--- src/rtl/clk_enable_gen_if.sv ---
// Control/status bundle for clk_enable_gen: divisor write port, run enables,
// and the per-channel tick/square/pending outputs.
interface clk_enable_gen_if #(
    parameter int WIDTH    = 32,
    parameter int CHANNELS = 4,
    parameter int CH_W     = 2
);
    logic [CHANNELS-1:0] en;
    logic                div_wr;
    logic [CH_W-1:0]     div_ch;
    logic [WIDTH-1:0]    div_val;
    logic [CHANNELS-1:0] tick;
    logic [CHANNELS-1:0] sq;
    logic [CHANNELS-1:0] pending;

    modport master (
        output en, div_wr, div_ch, div_val,
        input  tick, sq, pending
    );

    modport slave (
        input  en, div_wr, div_ch, div_val,
        output tick, sq, pending
    );
endinterface

--- src/rtl/clk_enable_gen.sv ---
// Multi-channel programmable clock-enable generator: each channel divides clk by a
// runtime divisor, emitting a tick strobe and a square wave without runt periods.
module clk_enable_ch #(
    parameter int WIDTH = 32
) (
    input  logic             clk,
    input  logic             rst,
    input  logic             en_i,
    input  logic             wr_i,
    input  logic [WIDTH-1:0] val_i,
    output logic             tick_o,
    output logic             sq_o,
    output logic             pending_o
);
    logic [WIDTH-1:0] cnt_q, cnt_d;
    logic [WIDTH-1:0] div_q, div_d;
    logic [WIDTH-1:0] pdiv_q, pdiv_d;
    logic             pend_q, pend_d;
    logic             sq_q, sq_d;
    logic             tick_q, tick_d;
    logic             en_q;
    logic             run;
    logic             term;

    // The edge on which en rises behaves like a fresh write, so the first period
    // after enabling is a full D cycles long.
    assign run  = en_i && en_q && (div_q != '0);
    assign term = run && (cnt_q == div_q - WIDTH'(1));

    always_comb begin
        cnt_d  = cnt_q;
        div_d  = div_q;
        pdiv_d = pdiv_q;
        pend_d = pend_q;
        sq_d   = sq_q;
        tick_d = 1'b0;
        if (!run || term) begin
            cnt_d = '0;
            if (term) begin
                tick_d = 1'b1;
                sq_d   = ~sq_q;
            end
            // A boundary (or idle) edge: a write lands directly, else apply the deferred divisor.
            if (wr_i) begin
                div_d  = val_i;
                pend_d = 1'b0;
            end else if (pend_q) begin
                div_d  = pdiv_q;
                pend_d = 1'b0;
            end
        end else begin
            cnt_d = cnt_q + WIDTH'(1);
            if (wr_i) begin
                pdiv_d = val_i;
                pend_d = 1'b1;
            end
        end
    end

    always_ff @(posedge clk) begin
        if (rst) begin
            cnt_q  <= '0;
            div_q  <= '0;
            pdiv_q <= '0;
            pend_q <= 1'b0;
            sq_q   <= 1'b0;
            tick_q <= 1'b0;
            en_q   <= 1'b0;
        end else begin
            cnt_q  <= cnt_d;
            div_q  <= div_d;
            pdiv_q <= pdiv_d;
            pend_q <= pend_d;
            sq_q   <= sq_d;
            tick_q <= tick_d;
            en_q   <= en_i;
        end
    end

    assign tick_o    = tick_q;
    assign sq_o      = sq_q;
    assign pending_o = pend_q;
endmodule

module clk_enable_gen #(
    parameter int WIDTH    = 32,
    parameter int CHANNELS = 4,
    parameter int CH_W     = 2
) (
    input  logic             clk,
    input  logic             rst,
    clk_enable_gen_if.slave  bus
);
    logic [CHANNELS-1:0] wr_sel;

    for (genvar i = 0; i < CHANNELS; i++) begin : g_ch
        // Out-of-range channel indices never match any lane, so they are dropped.
        assign wr_sel[i] = bus.div_wr && (bus.div_ch == CH_W'(i));

        clk_enable_ch #(.WIDTH(WIDTH)) u_ch (
            .clk       (clk),
            .rst       (rst),
            .en_i      (bus.en[i]),
            .wr_i      (wr_sel[i]),
            .val_i     (bus.div_val),
            .tick_o    (bus.tick[i]),
            .sq_o      (bus.sq[i]),
            .pending_o (bus.pending[i])
        );
    end
endmodule

--- src/flat_wrapper.sv ---
// flat-port wrapper written by rule: the top's interface ports become plain ports
module clk_enable_gen_flat 
#(
    parameter int WIDTH    = 32,
    parameter int CHANNELS = 4,
    parameter int CH_W     = 2
)
  (clk, rst, bus_en, bus_div_wr, bus_div_ch, bus_div_val, bus_tick, bus_sq, bus_pending);
  clk_enable_gen_if #(.WIDTH(WIDTH), .CHANNELS(CHANNELS), .CH_W(CH_W)) bus_i ();
  input  logic clk;
  input  logic rst;
  input wire logic [$bits(bus_i.en)-1:0] bus_en;
  input wire logic [$bits(bus_i.div_wr)-1:0] bus_div_wr;
  input wire logic [$bits(bus_i.div_ch)-1:0] bus_div_ch;
  input wire logic [$bits(bus_i.div_val)-1:0] bus_div_val;
  output wire logic [$bits(bus_i.tick)-1:0] bus_tick;
  output wire logic [$bits(bus_i.sq)-1:0] bus_sq;
  output wire logic [$bits(bus_i.pending)-1:0] bus_pending;
  assign bus_i.en = bus_en;
  assign bus_i.div_wr = bus_div_wr;
  assign bus_i.div_ch = bus_div_ch;
  assign bus_i.div_val = bus_div_val;
  assign bus_tick = bus_i.tick;
  assign bus_sq = bus_i.sq;
  assign bus_pending = bus_i.pending;
  clk_enable_gen #(.WIDTH(WIDTH), .CHANNELS(CHANNELS), .CH_W(CH_W)) u_core (.clk(clk), .rst(rst), .bus(bus_i));
endmodule
--- config.mk ---
export PLATFORM = sky130hd
export DESIGN_NAME = clk_enable_gen_flat
export DESIGN_NICKNAME = d
export VERILOG_FILES = /design/src/rtl/clk_enable_gen_if.sv /design/src/rtl/clk_enable_gen.sv /design/src/flat_wrapper.sv
export SDC_FILE = /design/constraint.sdc
export NUM_CORES = 1
export LEC_CHECK = 0
export CAP_MARGIN = 20
export CELL_PAD_IN_SITES_DETAIL_PLACEMENT = 1
export CELL_PAD_IN_SITES_GLOBAL_PLACEMENT = 2
export CORE_ASPECT_RATIO = 1.75
export CORE_MARGIN = 3
export CORE_UTILIZATION = 35
export CTS_BUF_LIST = sky130_fd_sc_hd__clkbuf_4 sky130_fd_sc_hd__clkbuf_8
export DETAILED_ROUTE_END_ITERATION = 10
export PLACE_DENSITY = 0.82
export SYNTH_ARGS = -nofsm -noshare
export SYNTH_HDL_FRONTEND = slang
export SYNTH_SLANG_ARGS = --single-unit
--- constraint.sdc ---
create_clock -name clk -period 7.6 [get_ports clk]
set_input_delay 1.52 -clock clk [delete_from_list [all_inputs] [get_ports clk]]
set_output_delay 1.52 -clock clk [all_outputs]
set_load 0.02 [all_outputs]
* Word level (Yosys, flattened, before mapping)
Cells that the tools add are included.
** Storage, ports and cells
- Register bits after elaboration :: 400
- Input bits :: 41
- Output and inout port bits :: 12
- Word-level logic and storage cells :: 116
** Cells by class
- Add/sub/neg operators :: 8
- Equality and inequality tests :: 7
- Muxes and demuxes :: 12
- Bitwise gates (word level) :: 8
- Reductions and logical operators :: 53
** Operators with widths (number)
- $mux W32 :: 8
- $add A32 B1 Y32 const B :: 4
- $eq A32 B32 Y1 :: 4
- $reduce_bool A32 Y1 :: 4
- $sub A32 B1 Y32 const B :: 4
- $reduce_and A2 Y1 :: 12
- $logic_and A1 B1 Y1 :: 16
- $reduce_or A2 Y1 :: 8
- $not A1 Y1 :: 8
- $reduce_bool A2 Y1 :: 4
- $eq A2 B2 Y1 const B :: 2
- $logic_not A1 Y1 :: 4
- $logic_or A1 B1 Y1 :: 4
- $mux W1 :: 4
- $eq A2 B1 Y1 const B :: 1
- $logic_not A2 Y1 :: 1

* Longest topological paths before layout
Gate-level depths: netlist (run 1).
- Depth in word-level cells :: 6
- Depth in mapped cells :: 13
- Mapped depth without buffers :: 11

* Cells and area by module
From an unflattened synthesis (run 1), not the netlist that was laid out.
** Second synthesis, totals
- Cells, all modules :: 2713
- Area total of the unflattened synthesis :: 22565.4 sq um
** By module, submodules not included
- clk_enable_ch (u_core.g_ch[0].u_ch ...) :: instances 3, cells an instance 699, area each 5698.0 sq um, seq. area each 2001.9 sq um
- clk_enable_ch (u_core.g_ch[3].u_ch) :: instances 1, cells an instance 612, area each 5434.0 sq um, seq. area each 2001.9 sq um
- clk_enable_gen :: instances 1, cells an instance 4, area each 37.5 sq um, seq. area each 0.0 sq um

* Worst setup path after synthesis (run 1)
No wires, ideal clock.
- Path kind :: register to register
- From :: register u_core.g_ch[2].u_ch.div_q[0]
- To :: register u_core.g_ch[2].u_ch.div_q[10]
- Library setup time :: 152 ps
- Data arrival time :: 2941 ps
- Required time :: 7448 ps
- Setup slack :: 4507 ps
- Stages on the path, launching flop included :: 13
- Buffers on the path :: 1
- Clock period less this slack :: 3093 ps
- Path through :: dfxtp_1 -> inv_1 -> ha_1 -> or4b_4 -> nor3_4 -> and3_4 -> nand4_4 -> xnor2_2 -> nand4_2 -> or4_4 -> nand2b_2 -> buf_4 -> a221oi_1
** Between the ends
- Word-level cells in the longest chain between the ends :: 5
- Elaborated cells on any way between the ends :: 8
- Classes of those cells :: add/sub (1); eq/ne (1); reduce/logical (6)
** Ends and longest elaborated chain
- start: declaration :: RTL line clk_enable_gen.sv:16 : logic [WIDTH-1:0] div_q, div_d;
- start signal: assignment :: RTL line clk_enable_gen.sv:71 : div_q <= div_d;
- $sub A32 B1 Y32 or $reduce_bool A32 Y1 (tied branches) :: RTL line clk_enable_gen.sv:28, clk_enable_gen.sv:27
- $eq A32 B32 Y1 or $logic_and A1 B1 Y1 (tied branches) :: RTL line clk_enable_gen.sv:28, clk_enable_gen.sv:27
- $logic_and A1 B1 Y1 or $logic_not A1 Y1 (tied branches) :: RTL line clk_enable_gen.sv:28, clk_enable_gen.sv:37
- $logic_or A1 B1 Y1 (*) :: RTL line clk_enable_gen.sv:37 : if (!run || term) begin
- $reduce_and A2 Y1 (no source line) (*)
Mark *: on every way between the ends. The rest lies on a longest branch, timed or not.
A chain may end at the register's enable or synchronous reset.

* Final worst setup path (run 1)
- From :: register u_core.g_ch[3].u_ch.div_q[10]
- To :: register u_core.g_ch[3].u_ch.pdiv_q[25]
** Between the ends
- Word-level cells in the longest chain between the ends :: 6
- Elaborated cells on any way between the ends :: 9
- Classes of those cells :: add/sub (1); eq/ne (1); bitwise (1); reduce/logical (6)
** Ends and longest elaborated chain
- start: declaration :: RTL line clk_enable_gen.sv:16
- start signal: assignment :: RTL line clk_enable_gen.sv:71
- $sub A32 B1 Y32 or $reduce_bool A32 Y1 (tied branches) :: RTL line clk_enable_gen.sv:28, clk_enable_gen.sv:27
- $eq A32 B32 Y1 or $logic_and A1 B1 Y1 (tied branches) :: RTL line clk_enable_gen.sv:28, clk_enable_gen.sv:27
- $logic_and A1 B1 Y1 or $logic_not A1 Y1 (tied branches) :: RTL line clk_enable_gen.sv:28, clk_enable_gen.sv:37
- $logic_or A1 B1 Y1 (*) :: RTL line clk_enable_gen.sv:37
- $not A1 Y1 (no source line) (*)
- $reduce_and A2 Y1 (no source line) (*)
- end signal: assignment :: RTL line clk_enable_gen.sv:72 : pdiv_q <= pdiv_d;
- end: declaration :: RTL line clk_enable_gen.sv:17 : logic [WIDTH-1:0] pdiv_q, pdiv_d;
Marked as above.

==> results of run 1 <==
==> critical path: cells and delay by family, from the launching register on <==
family	cells	cell delay [ns]
AND/OR/NAND/NOR	6	2.10
buffers and inverters	2	0.84
flip-flops	1	0.39
AO/OA/AOI/OAI	3	1.39
==> registers in the layout (all words and copies together), names as in the netlist <==
signal / count
u_core.g_ch.u_ch.cnt_q: 128
u_core.g_ch.u_ch.pending_o: 4
u_core.g_ch.u_ch.sq_o: 4
u_core.g_ch.u_ch.div_q: 128
u_core.g_ch.u_ch.pdiv_q: 128
u_core.g_ch.u_ch.en_q: 4
u_core.g_ch.u_ch.tick_o: 4
==> worst paths after layout <==
check                                      start                        endpoint  cells after the start
setup / recovery   u_core.g_ch[3].u_ch.div_q[10]  u_core.g_ch[3].u_ch.pdiv_q[25]                     11
hold / removal    u_core.g_ch[2].u_ch.pdiv_q[16]  u_core.g_ch[2].u_ch.pdiv_q[16]                      2
hold reg to reg   u_core.g_ch[2].u_ch.pdiv_q[16]  u_core.g_ch[2].u_ch.pdiv_q[16]                      2
setup reg to reg   u_core.g_ch[3].u_ch.div_q[10]  u_core.g_ch[3].u_ch.pdiv_q[25]                     11
==> per-layer routing <==
layer,up-vias,track usage,wire length (um)
li1,9500,-,-
met1,9833,0.243,29500
met5,-,0,0
met4,0,0.149,5710
met3,199,0.0257,2290
met2,392,0.402,38900
==> metrics by stage <==
| step | worst slack (ns) | hold slack [ns] | util |
|---|---|---|---|
| CTS | 2.12 | 0.476 | 0.391 |
| global route | 2.23 | 0.497 | 0.393 |
| global placement | 2.46 | 0.455 | 0.367 |
| detailed placement | 2.13 | 0.462 | 0.368 |
| finish | 2.69 | 0.474 | 0.393 |
| floorplan | 4.51 | 0.436 | - |
==> Yosys cell counts (8+ instances only) <==
cell type  instances  share of area
inv_1             68          0.011
o21ai_1           35         0.0078
a221oi_2          10         0.0067
a21oi_1           57          0.013
nand3b_1         106          0.035
and4_1            11         0.0043
nand3_1          111          0.025
nor2b_1           51          0.014
ha_1               9         0.0050
a31oi_1           18         0.0050
mux2i_1           73          0.033
buf_2             44         0.0098
nand4_1           54          0.015
nor2_1           218          0.036
a22oi_1           97          0.032
xnor2_1          134          0.052
or4_1             18         0.0060
o22ai_1            8         0.0022
nor3_1            61          0.014
nand2b_1         203          0.056
or3_1             55          0.015
o21ai_0          220          0.049
a221oi_1          24         0.0094
clkbuf_1         107          0.018
nor4_1            40          0.011
and3_1            33         0.0092
nand2_1           93          0.016
xor2_1           131          0.051
nor4_2             8         0.0045
buf_4             18         0.0060
dfxtp_1          400           0.36
buf_1             13         0.0022
and2_1             9         0.0025
==> logic make-up (layout without fill, tap and decap cells) <==
group                      Yosys count  in the layout
other                                0              1
muxes                               77             77
AOI/OAI and AO/OA                  548            548
buffers and inverters              257            265
and+or+nand+nor                   1134           1134
DFF                                400            400
xor gates and xnor gates           266            266
adders and majority gates            9              9
==> where the power goes <==
group,leakage [nW],switching [mW],internal [mW],total (mW)
clock network,0.775,0.947,1.19,2.13
logic,4.83,0.501,0.302,0.804
registers,3.24,0.0764,2.14,2.22
total,8.84,1.52,3.63,5.16
==> final cells by class <==
cell class | instances | share of cell area
multi-input cells | 2034 | 0.536
flip-flops and latches | 400 | 0.321
clock buffers | 109 | 0.0557
well taps | 806 | 0.0405
repair buffers | 80 | 0.0336
inverters | 68 | 0.0102
clock inverters | 8 | 0.00271
diodes | 1 | 0.000100
==> cell usage in the layout, fill, tap and decap left out, drive strengths merged, types with 5 or more instances in the layout <==
| cell type | instances |
|---|---|
| o211ai | 7 |
| nand2b | 204 |
| clkinv | 6 |
| nand3 | 111 |
| o21ai | 256 |
| buf | 28 |
| o21a | 5 |
| inv | 68 |
| o311ai | 6 |
| a31oi | 18 |
| nor2 | 218 |
| a22oi | 97 |
| and2 | 9 |
| nor3 | 69 |
| o31ai | 8 |
| clkdlybuf4s50 | 51 |
| a211oi | 7 |
| nor2b | 51 |
| nand4 | 58 |
| or2 | 10 |
| nor4b | 10 |
| a221oi | 34 |
| nand2 | 95 |
| a41oi | 5 |
| a21oi | 57 |
| or4 | 20 |
| or3 | 55 |
| and4 | 11 |
| dfxtp | 400 |
| xor2 | 131 |
| nand3b | 106 |
| nor4 | 52 |
| ha | 9 |
| o22ai | 8 |
| xnor2 | 135 |
| o31a | 5 |
| clkbuf | 110 |
| and3 | 34 |
| mux2i | 73 |
| or4b | 7 |
==> run metrics, run 1 <==
H-tree depth=3; worst slew pin tran=1.07 ns; die width=between 150 and 200 um; hpwl dp=55800 um; gpl congestion=approximately 0.94; area of the multi-input gates=13400 um^2; post-CTS sizing=0; # clock sinks=400; Avg WL per Cell=21.8 um; largest family of logic cells by synthesized area=simple AND/OR/NAND/NOR gates; count of different cell masters after synthesis=94; syn_area_per_cell=between 8 and 9 um^2; Post-synth EDFFs=0; Fillers=7465; Worst Skew=0.0329 ns; Iter 0 DRT Violations=1159; Reg clk slew, reported paths=about 0.060 ns; Vert. Die Dim=341 um; Syn Std Cell Area=22500 um^2; Worst EP arrival=between 5 and 6 ns; Root Driver=clkbuf_8; fmax=204 MHz; complex-gate fraction of the synthesized area=0.155; top_reg_cell synth=dfxtp_1; Final Hold Vio Count=0; NumNets Final=around 2700; # rows=roughly 120; Placed Cells=3383; final sum of negative setup slack=0 ns; Via density=about 5.7; gr usage total=0.223; pwr dens=207 nW/um^2; max_cap viols=0; Mapped Cells=approximately 2700; Post-DRT Antenna Nets=0; # Post-CTS Setup Buffers=0; Simple-Gate Fraction of Synth Area=0.294; TritonCTS clock tree=built; worst path cell trace=nor4_4 > nand3_1 > nor4_2 > nand3_1 > a2111oi_0 > nand4b_1 > o21ai_4 > buf_4 > or2_1 > buf_4 > o21ai_1; crit-path max FO=35; vias in the first global route=20761; status=finished, final reports clean; GRT overflow=0; mux cell area share after synthesis=0.0345; area added between synthesis and finish=10.9%; CP Class=reg2reg; final instance area=between 20000 and 25000 um^2; filler-free cell count of the finished design=3506; RSZ-0062 raised after global routing=no; Tmin final=4.91 ns; DRC Markers=0; CORE AREA=63500 um^2; # setup viols final=0; Reg area=8010 um^2; TritonCTS Buffers=68; Syn Nets=2741; vias post-DR=19924; Pleak=a little under 9 nW; Critical-path top delay cell=o21ai_4; Routed WL=76400 um; crit-path max cell delay=about 0.73 ns; peak supply drop=108 uV; clock latency on the worst-skew pair=0.66 ns; initial core utilization=0.354; Cell Area, Placed=23400 um^2; first-pass GRT wire length=119000 um; worst rel slew slack=0.286; antenna violations before repair=2; sequential element share of the synthesized area=0.356; XOR/XNOR Fraction of Synth Area=0.104; die outline area=between 60000 and 70000 um^2; # port buffers=52; largest net degree at the start of global routing=between 100 and 150; CTS hold repair buffers=0; Required @ worst endpoint=8.11 ns; Async SR Flop Fraction=0; r2r setup slk=2.69 ns; TritonRoute pass-1 iters=5; CP Capture Type=register; Post-Synth Adder-Cell Area=0.00501; IO Count=53; ratio of final minimum period to clock period=0.646; Worst Hold Class=reg2reg; Total Power=approximately 5.2 mW; synthesized flop and latch total=400; Yosys Warn Count=0; fraction of layout cells with a size suffix above 1=0.0800; pins over their slew limit=0; CP Launch Type=register; Clock Path Buffers=3
(Power assumes the default switching activity.)
==> run 2, diff against run 1 <==
- clock period: 7.6 -> 5 ns (I/O delays scaled with it)
==> run metrics, run 2 (synthesized netlist as in run 1, its figures left out) <==
status=finished, final reports clean; power share of the sequential group=0.433 (+0.002); Worst Reg-to-Reg Cells=10 (-1); CP Class=reg2reg; TritonCTS Buffers=67 (-1.5%); antenna violations before repair=1 (-1); CTS hold repair buffers=0 (unchanged); Worst Hold Class=reg2reg; fraction of layout cells with a size suffix above 1=0.0787 (-0.00137); die width=198 um (unchanged); largest net degree at the start of global routing=125 (+24%); die outline area=67400 um^2 (unchanged); Cell Area, Placed=23400 um^2 (about the same); Worst Hold Path Cells=2 (unchanged); Hold Crit Start=u_core.g_ch[2].u_ch.pdiv_q[5]; # port buffers=52 (unchanged); most common cell after layout, fill and taps aside=dfxtp_1; vias in the first global route=21214 (+2.2%); Worst Skew=0.0495 ns (+0.0166 ns); gpl congestion=0.895 (-4.7%); ratio of final minimum period to clock period=0.864 (+0.217); DRC Markers=0 (unchanged); initial core utilization=0.354 (unchanged); clock power share=0.410 (-0.003); worst rel slew slack=0.289 (+0.00295); hpwl dp=55800 um (about the same); Vert. Die Dim=341 um (unchanged); Comb pwr share=0.156 (about the same); pwr dens=314 nW/um^2 (+52%); first-pass GRT wire length=120000 um (+0.65%); worst path cell trace=nor4_4 > nand3_1 > nor4_2 > nand3_1 > a2111oi_0 > nand4b_1 > o21ai_4 > buf_4 > nand2_1 > a22oi_1; Fillers=7511 (+0.62%); peak supply drop=149 uV (+38%); # Post-CTS Setup Buffers=0 (unchanged); vias post-DR=19849 (-0.38%); top flop regs=u_core.g_ch.u_ch.cnt_q (128), u_core.g_ch.u_ch.div_q (128), u_core.g_ch.u_ch.pdiv_q (128); # setup viols final=0 (unchanged); Worst EP arrival=4.84 ns (-0.58 ns); area added between synthesis and finish=10.3%; NetSw=2.31 mW (+52%); NumNets Final=2701 (-0.037%); worst slew pin tran=1.06 ns (-0.00441 ns); clock latency on the worst-skew pair=0.67 ns (about the same); Reg clk slew, reported paths=0.06 ns (about the same); Post-DRT Antenna Nets=0 (unchanged); Final WS setup=0.681 ns (-2.01 ns); RSZ-0062 raised after global routing=no; # rows=122 (unchanged); Critical-path top delay cell=nand2_1; TritonCTS clock tree=built; TritonRoute pass-1 iters=5 (unchanged); Required @ worst endpoint=5.52 ns (-2.59 ns); r2r setup slk=0.68 ns (-2.01 ns); crit-path max FO=32 (-8.6%); Tmin final=4.32 ns (-0.593 ns); # clock sinks=400 (unchanged); IO Count=53 (unchanged); post-CTS sizing=0 (unchanged); CORE AREA=63500 um^2 (unchanged); CP Launch Type=register; Routed WL=76400 um (about the same); max_cap viols=0 (unchanged); Most common cell on crit path=nand3_1; setup slack at placement=0.704 ns (-1.43 ns); RR Endpoint=u_core.g_ch[3].u_ch.div_q[19]; fmax=232 MHz (+14%); CP Capture Type=register; Root Driver=clkbuf_8; Pleak=8.75 nW (-0.98%); final sum of negative setup slack=0 ns (unchanged); crit-path max cell delay=0.67 ns (-0.06 ns); Avg WL per Cell=21.8 um (+0.12%); hold_ws=0.474 ns (-0.000840 ns); gr usage total=0.224 (+0.00149); most frequent cells in the layout=400 x dfxtp_1, 220 x o21ai_0, 217 x nor2_1; Iter 0 DRT Violations=1117 (-3.6%); pins over their slew limit=0 (unchanged); Via density=5.67 (-0.26%); Worst R2R Start=u_core.g_ch[3].u_ch.div_q[10]; Final Hold Vio Count=0 (unchanged); Internal=5.48 mW (+51%); switching power share of the total=0.297 (+0.000976); final instance area=24800 um^2 (-0.54%); Clock Path Buffers=3 (unchanged); GRT overflow=0 (unchanged); H-tree depth=3 (unchanged); Worst Hold Endpoint=u_core.g_ch[2].u_ch.pdiv_q[5]
[run 2: cell types whose count changed in the layout (fill, tap and decap cells not counted), sizes merged]
cell	change
clkinvlp	+4
bufinv	+3
clkinv	-1
inv	+2
clkbuf	-12
[run 2: worst max-delay path by stage]
| stage | from | endpoint | slack (ns) | cells after the start |
|---|---|---|---|---|
| 2_1_floorplan | u_core.g_ch[2].u_ch.div_q[0] | u_core.g_ch[2].u_ch.div_q[10] | 1.91 | 12 |
| 6_report | u_core.g_ch[3].u_ch.div_q[10] | u_core.g_ch[3].u_ch.div_q[19] | 0.68 | 10 |
| 3_5_place_dp | u_core.g_ch[3].u_ch.div_q[10] | u_core.g_ch[3].u_ch.div_q[12] | 0.70 | 10 |
| 3_3_place_gp | u_core.g_ch[3].u_ch.div_q[10] | u_core.g_ch[3].u_ch.div_q[7] | 0.85 | 10 |
| 4_1_cts | u_core.g_ch[3].u_ch.div_q[10] | u_core.g_ch[3].u_ch.div_q[22] | 0.66 | 10 |
| 5_1_grt | u_core.g_ch[3].u_ch.div_q[10] | u_core.g_ch[3].u_ch.div_q[27] | 0.20 | 10 |
[run 2: power groups by stage]
stage                     sequential, mW  combinational, mW  clock [mW]
after detailed placement            3.45               1.21           0
final                               3.38               1.22        3.19
after global routing                3.39               1.33        3.42
after global placement              3.44               1.19           0
after floorplan                     3.40              0.855           0
after CTS                           3.37               1.22        3.30
[run 2: worst max-delay path: cells and delay by family, from the launching register on]
family                 cells  cell delay [ns]
and+or+nand+nor            6             2.44
AOI/OAI and AO/OA          3             1.04
buffers and inverters      1             0.31
DFF                        1             0.38
[run 2: layout make-up]
class	count	area, um^2	share of cell area
timing repair buffer	80	747	0.0301
multi-input combinational	2034	13400	0.539
tap	806	1010	0.0407
antenna	1	2.50	0.000101
sequential	400	8010	0.323
clock buffer	97	1210	0.0488
clock inverter	16	200	0.00807
inverter	68	255	0.0103
[run 2: through the flow]
step                power [mW]  cells   util
floorplan                 4.25   2691      -
CTS                       7.90   3501  0.390
finish                    7.79   3502  0.390
global placement          4.63   3388  0.368
global route              8.14   3502  0.390
detailed placement        4.66   3388  0.368
[run 2: metal layers]
layer  GRT usage  wire, um
met4       0.161      6250
met1       0.243     29800
met5           0         0
met2       0.399     38300
met3      0.0288      2030
